**config.mk**
```make
export PLATFORM = sky130hd
export DESIGN_NAME = branch_resolver
export DESIGN_NICKNAME = d
export VERILOG_FILES = /design/src/rtl/branch_resolver.sv
export SDC_FILE = /design/constraint.sdc
export NUM_CORES = 1
export LEC_CHECK = 0
export CAP_MARGIN = 20
export CORE_MARGIN = 2
export CORE_UTILIZATION = 35
export CTS_BUF_LIST = sky130_fd_sc_hd__clkbuf_8
export DETAILED_ROUTE_END_ITERATION = 10
export PLACE_DENSITY = 0.65
export SYNTH_ARGS = -nofsm -noshare
export SYNTH_HDL_FRONTEND = slang
export SYNTH_SLANG_ARGS = --single-unit
```
**constraint.sdc**
```tcl
create_clock -name clk -period 2.5 [get_ports clk]
set_input_delay 0.25 -clock clk [delete_from_list [all_inputs] [get_ports clk]]
set_output_delay 0.25 -clock clk [all_outputs]
set_load 0.05 [all_outputs]
```
**src/rtl/branch_resolver.sv**
```systemverilog
// Branch resolution and recovery unit.
// It shadows the IF/ID register with the fetched PC and its predicted next PC.
// In ID it checks the prediction and raises a same-cycle flush and redirect on a
// mismatch. It also sends a registered training packet to the predictor and keeps
// saturating branch and mispredict counters.
//
// state   | meaning
// --------+--------------------------------------------------------------
// IDLE    | normal operation, ID prediction is compared when valid
// RECOVER | cycle after a flush, ID holds a killed bubble, no compare
module branch_resolver #(
    parameter int CNT_W = 32
) (
    input  logic             clk,
    input  logic             reset,
    input  logic             is_stall,
    input  logic [31:0]      IF_pc,
    input  logic [31:0]      IF_predicted_pc,
    input  logic             ID_branch,
    input  logic             ID_bcond,
    input  logic [31:0]      ID_next_pc,
    output logic             flush,
    output logic [31:0]      redirect_pc,
    output logic             upd_valid,
    output logic [31:0]      upd_pc,
    output logic [31:0]      upd_target,
    output logic             upd_taken,
    output logic [CNT_W-1:0] branch_count,
    output logic [CNT_W-1:0] mispredict_count
);

    typedef enum logic {
        IDLE    = 1'b0,
        RECOVER = 1'b1
    } state_t;

    state_t      state, state_nxt;
    logic [31:0] pc_q;
    logic [31:0] pred_q;
    logic        valid_q;
    logic        res;
    logic        mis;

    // Resolve/mispredict decode plus next-state; stalls hide unfinished ID operands
    always_comb begin
        state_nxt   = state;
        res         = valid_q & ~is_stall & (state == IDLE);
        mis         = res & (ID_next_pc != pred_q);
        flush       = mis;
        redirect_pc = mis ? ID_next_pc : 32'h0;
        case (state)
            IDLE:    if (mis) state_nxt = RECOVER;
            RECOVER: state_nxt = IDLE;
            default: state_nxt = IDLE;
        endcase
    end

    // State register
    always_ff @(posedge clk or negedge reset) begin
        if (!reset) state <= IDLE;
        else        state <= state_nxt;
    end

    // IF/ID shadow; the wrong-path fetch during a flush is captured as invalid
    always_ff @(posedge clk or negedge reset) begin
        if (!reset) begin
            pc_q    <= 32'h0;
            pred_q  <= 32'h0;
            valid_q <= 1'b0;
        end else if (!is_stall) begin
            pc_q    <= IF_pc;
            pred_q  <= IF_predicted_pc;
            valid_q <= ~flush;
        end
    end

    // Training packet: one-cycle strobe, payload holds between strobes
    always_ff @(posedge clk or negedge reset) begin
        if (!reset) begin
            upd_valid  <= 1'b0;
            upd_pc     <= 32'h0;
            upd_target <= 32'h0;
            upd_taken  <= 1'b0;
        end else if (res && ID_branch) begin
            upd_valid  <= 1'b1;
            upd_pc     <= pc_q;
            upd_target <= ID_next_pc;
            upd_taken  <= ID_bcond;
        end else begin
            upd_valid  <= 1'b0;
        end
    end

    // Saturating performance counters, they stick at all-ones
    always_ff @(posedge clk or negedge reset) begin
        if (!reset) begin
            branch_count     <= '0;
            mispredict_count <= '0;
        end else begin
            if (res && ID_branch && (branch_count != {CNT_W{1'b1}}))
                branch_count <= branch_count + 1'b1;
            if (mis && (mispredict_count != {CNT_W{1'b1}}))
                mispredict_count <= mispredict_count + 1'b1;
        end
    end

endmodule
```
; Word level (Yosys, flattened, before mapping)
; Cells that the tools add are included.
[classes]
reduce_logical = 3
muxes = 4
addsub = 2
bitwise = 6
eq_ne = 3
[ops]
columns = operator, count
row1 = $add 32x1->32 const B, 2
row2 = $ne 32x32->1 const B, 2
row3 = $mux 32, 1
row4 = $ne 32x32->1, 1
row5 = $and 1x1->1, 3
row6 = $logic_and 1x1->1, 3
row7 = $not 1->1, 3
row8 = $mux 1, 2
row9 = $pmux 1 s2, 1
[totals]
in_bits = 101
wordCells = 28
regBits = 196

; Longest topological paths before layout
[logic_depth]
word_depth = 6
depth_mapped = 9
depth_no_buf = 9

; Worst setup path after synthesis
; Ideal clock, no wire load.
[synth_path]
path_type = reg2reg
from = reg mispredict_count[0]
to = reg mispredict_count[1]
stages_incl_launch_ff = 8
setup_ns = 0.125
arrival_ns = 2.163
setup_slack_ns = 0.212
path_buffers = 0
cell_sequence = dfrtp_1 > ha_1 > nand2_1 > or3_4 > nor3_4 > nor2_2 > nand2_1 > mux2_2
[synth_between]
elab_chain_len = 2
[synth_lines]
columns = element, line_no
row1 = "start, declared", 29  ; output logic [CNT_W-1:0] mispredict_count
row2 = "start signal, assigned", 103  ; mispredict_count <= mispredict_count + 1'b1;
row3 = branches (longest 2 deep; another with $add 32x1->32), --
; Several ways; the timed one is not identified.
; A chain may end at the register's enable or synchronous reset.

; Final worst setup path
[layout_path]
from = reg pred_q[15]
to = out redirect_pc[21]
[layout_between]
elab_chain_len = 3
[layout_lines]
columns = element, line_no
row1 = "start, declared", 39  ; logic [31:0] pred_q;
row2 = "start signal, assigned", 72  ; pred_q <= IF_predicted_pc;
row3 = $ne 32x32->1, 48  ; mis = res & (ID_next_pc != pred_q);
row4 = $and 1x1->1, 48
row5 = $mux 32, 50  ; redirect_pc = mis ? ID_next_pc : 32'h0;
row6 = "end, declared", 23  ; output logic [31:0] redirect_pc,
; No other way between the ends.

==> metrics.md <==
| Metric | Value |
|---|---|
| H-tree depth | 4 |
| Hold Path Origin | is_stall |
| Crit Path Class | flop to output pin |
| Cells after DPL | 1396 |
| Setup ws final | -0.117 ns |
| Peak VDD IR | 525 µV |
| Unrepaired setup endpoints after global routing | true |
| LEAKAGE | 0.00562 µW |
| Worst setup EP type | output pin |
| Max cap viols | 0 |
| Critical path's top delay family | simple AND/OR/NAND/NOR gates |
| Buf/Inv on CP | 2 |
| Final Max Tran Viols | 0 |
| CP startpoint | pred_q[15] |
| Die area | 0.0260 mm² |
| Clk_lat worst skew | 0.48 ns |
| Total Nets Final | 1201 |
| Post-route insts no fill | 1435 |
| Post-layout minimum cycle time | 2.62 ns |
| Sequential area share after synthesis | 0.567 |
| Hold slack | 0.109 ns |
| DR WL/cell | 17.1 µm |
| First-pass GRT wire length | 39200 µm |
| Initial antenna violation count | 0 |
| 1st-iter DRT viols | 347 |
| I/O Buffers | 263 |
| Synth top area share | 0.567 |
| Max incr delay on CP | 0.43 ns |
| Critical-path cell list | xor2_2 > nor4_4 > nand4_1 > o21a_4 > buf_8 > and2_1 > buf_6 |
| Syn_nets | 903 |
| Placeable Area | 0.0243 mm² |
| Die width | 161 µm |
| Post-synthesis sequential element count | 196 |
| Measured slew at the worst slew-check pin | 0.889 ns |
| CTS Buf Count | 17 |
| Pwr/cell area | 857 mW/mm² |
| Routed via count | 6859 |
| Avg Inst Size Synth | 10.8 µm² |
| Placer Congestion | 0.838 |
| Fillers | 2201 |
| Leading post-synthesis cells by cell area | dfrtp_1, nand2_1, mux2_2 |
| Core Rows | 57 |
| Violated checks | setup timing |
| FMAX | 0.382 GHz |
| Most common cell in the netlist | nand2_1 |
| Vias in the first global route | 7028 |
| Setup-violating endpoint count in the final report | 33 |
| Detail Placement HPWL | 17400 µm |
| Syn Inst Count | 800 |
| Final hold viol count | 0 |
| P&R area growth vs syn | 45.3% |
| WP data arrival | 2.37 ns |
| Synthesized area | 0.00865 mm² |
| CP Data Required Time | 2.25 ns |
| Sum Neg Setup Slack | -3.18 ns |
| Synth unique cells | 41 |
| Io pins | 264 |
| Setup Skew | 0.0164 ns |
| Warnings from Yosys | 0 |
| Largest area contributor in the netlist | dfrtp_1 |
| CTS clk-pin slew, worst paths | 0.11 ns |
| # DRC | 0 |
| Status | finished, violations left |
| GRT overflow | 0 |
| Final core occ | 0.517 |
| Crit-path slowest cell | dfrtp_1 |
| Root Buffer | clkbuf_8 |
| Async set-or-reset flop fraction in the synthesized netlist | 1.00 |
| CP startpoint kind | flop |
| EDFF count, synth | 0 |
| Final period utilization | 1.05 |
| CTS tree | done |
| Post-synth top cells | nand2_1, dfrtp_1, mux2_2 |
| CTS max path bufs | 2 |
| Internal reg-to-reg setup slack | 0.06 ns |
| Tot GR Track Use | 0.194 |
| N_diodes | 0 |
| Initial Util | 0.356 |
| Area of the multi-input gates | 0.00368 mm² |
| DR pass1 iterations | 4 |
| Post-route ant nets | 0 |
| Slew margin rel. | 0.407 |
| Pin count of the biggest net entering global routing | 63 |
| Vias per std cell | 4.78 |
| Reg2reg start | pred_q[15] |
| FF/Latch Area | 0.00490 mm² |
| Die height | 161 µm |
| Share of layout cells above drive strength 1 | 0.202 |
| Min-Delay Path Class | primary input to flop |
| # clock sinks | 196 |
| Final WL | 24600 µm |
| Ys flop type | dfrtp_1 |
| CP max FO | 10 |
-- placed cells by master, fill, tap and decap left out, types with 2 or more instances in the layout --
cell	count
nand4_1	35
and3_1	15
and4_1	6
nor4_1	7
mux2_2	65
and2_1	13
inv_8	2
nand3_1	23
nor4_4	2
buf_8	11
xor2_1	44
clkdlybuf4s50_1	228
nand3_2	2
and2_4	25
ha_1	2
or3_4	2
inv_1	7
inv_6	5
nor4_2	3
nor2_1	17
nand4b_1	2
nor3_1	10
clkinv_8	3
nor3b_1	2
buf_6	31
nand2_2	2
nand2_1	222
xnor2_1	47
dfrtp_1	196
buf_12	3
buf_4	36
clkbuf_8	18
a21oi_1	2
-- layout make-up --
cell class	count	share of cell area
Tap cell	324	0.0323
Clock inverter	15	0.0135
Sequential cell	196	0.390
Multi-Input combinational cell	565	0.293
Inverter	7	0.00209
Clock buffer	17	0.0186
Timing Repair Buffer	311	0.251
-- sequential cells by signal (all words and copies together) (netlist names) --
name and cells:
pred_q 32, upd_pc 32, upd_taken 1, branch_count 32, upd_target 32, pc_q 32, state 1, mispredict_count 32
valid_q 1, upd_valid 1
-- kinds of logic (layout without fill, tap and decap cells) --
kind of cell	Yosys count	in the layout	share of synthesized area
flops	196	196	0.567
compound gates	6	6	0.00593
xor+xnor	92	92	0.0932
simple gates	399	399	0.223
buf+inv	39	350	0.0218
mux	66	66	0.0859
fa+ha+maj	2	2	0.00289
-- final timing paths --
kind                                        to  depth (start not counted)
setup / recovery               redirect_pc[21]                          7
hold / removal                      pred_q[18]                          2
setup reg to reg           mispredict_count[1]                         10
hold reg to reg                     upd_pc[28]                          2
max in group asynchronous           upd_pc[16]                          3
min in group asynchronous     branch_count[27]                          2
-- power breakdown --
part           total [µW]  switching, µW  internal (µW)
clock network        2130           1290            839
registers            4170            403           3760
logic                4480           2910           1570
total               10800           4600           6180
-- per-layer routing --
layer / share of wire / vias up / GRT usage
li1: - / 3251 / -
met1: 0.44 / 3369 / 0.253
met2: 0.46 / 208 / 0.311
met3: 0.070 / 31 / 0.0609
met4: 0.025 / 0 / 0.0568
met5: 0 / - / 0
-- stage by stage --
stage / setup slack [ns] / power [µW] / cell area (µm²)
global route: -0.236 / 11300 / 12600
floorplan: 0.212 / 6860 / 8650
detailed placement: -0.140 / 8580 / 11800
CTS: -0.156 / 10900 / 12500
finish: -0.117 / 10800 / 12600
global placement: -0.0782 / 8530 / 11800
-- worst register-to-register path: cells and delay by family (launching register included) --
family | cells | cell delay (ns)
muxes | 1 | 0.30
xor gates and xnor gates | 1 | 0.20
and+or+nand+nor | 4 | 0.93
buffers and inverters | 4 | 0.47
DFF | 1 | 0.43
-- repair_timing --
action | CTS | global route
endpoints found under the setup margin | 33 | 57
hold endpoints to repair | 51 | 0
buffers inserted | 5 | 0
cloned | 1 | 0
pin swaps | 12 | 9
hold buffers | 1 | 0
gates resized for setup | 74 | 16
Note: power is estimated with default switching activity, not from simulation.
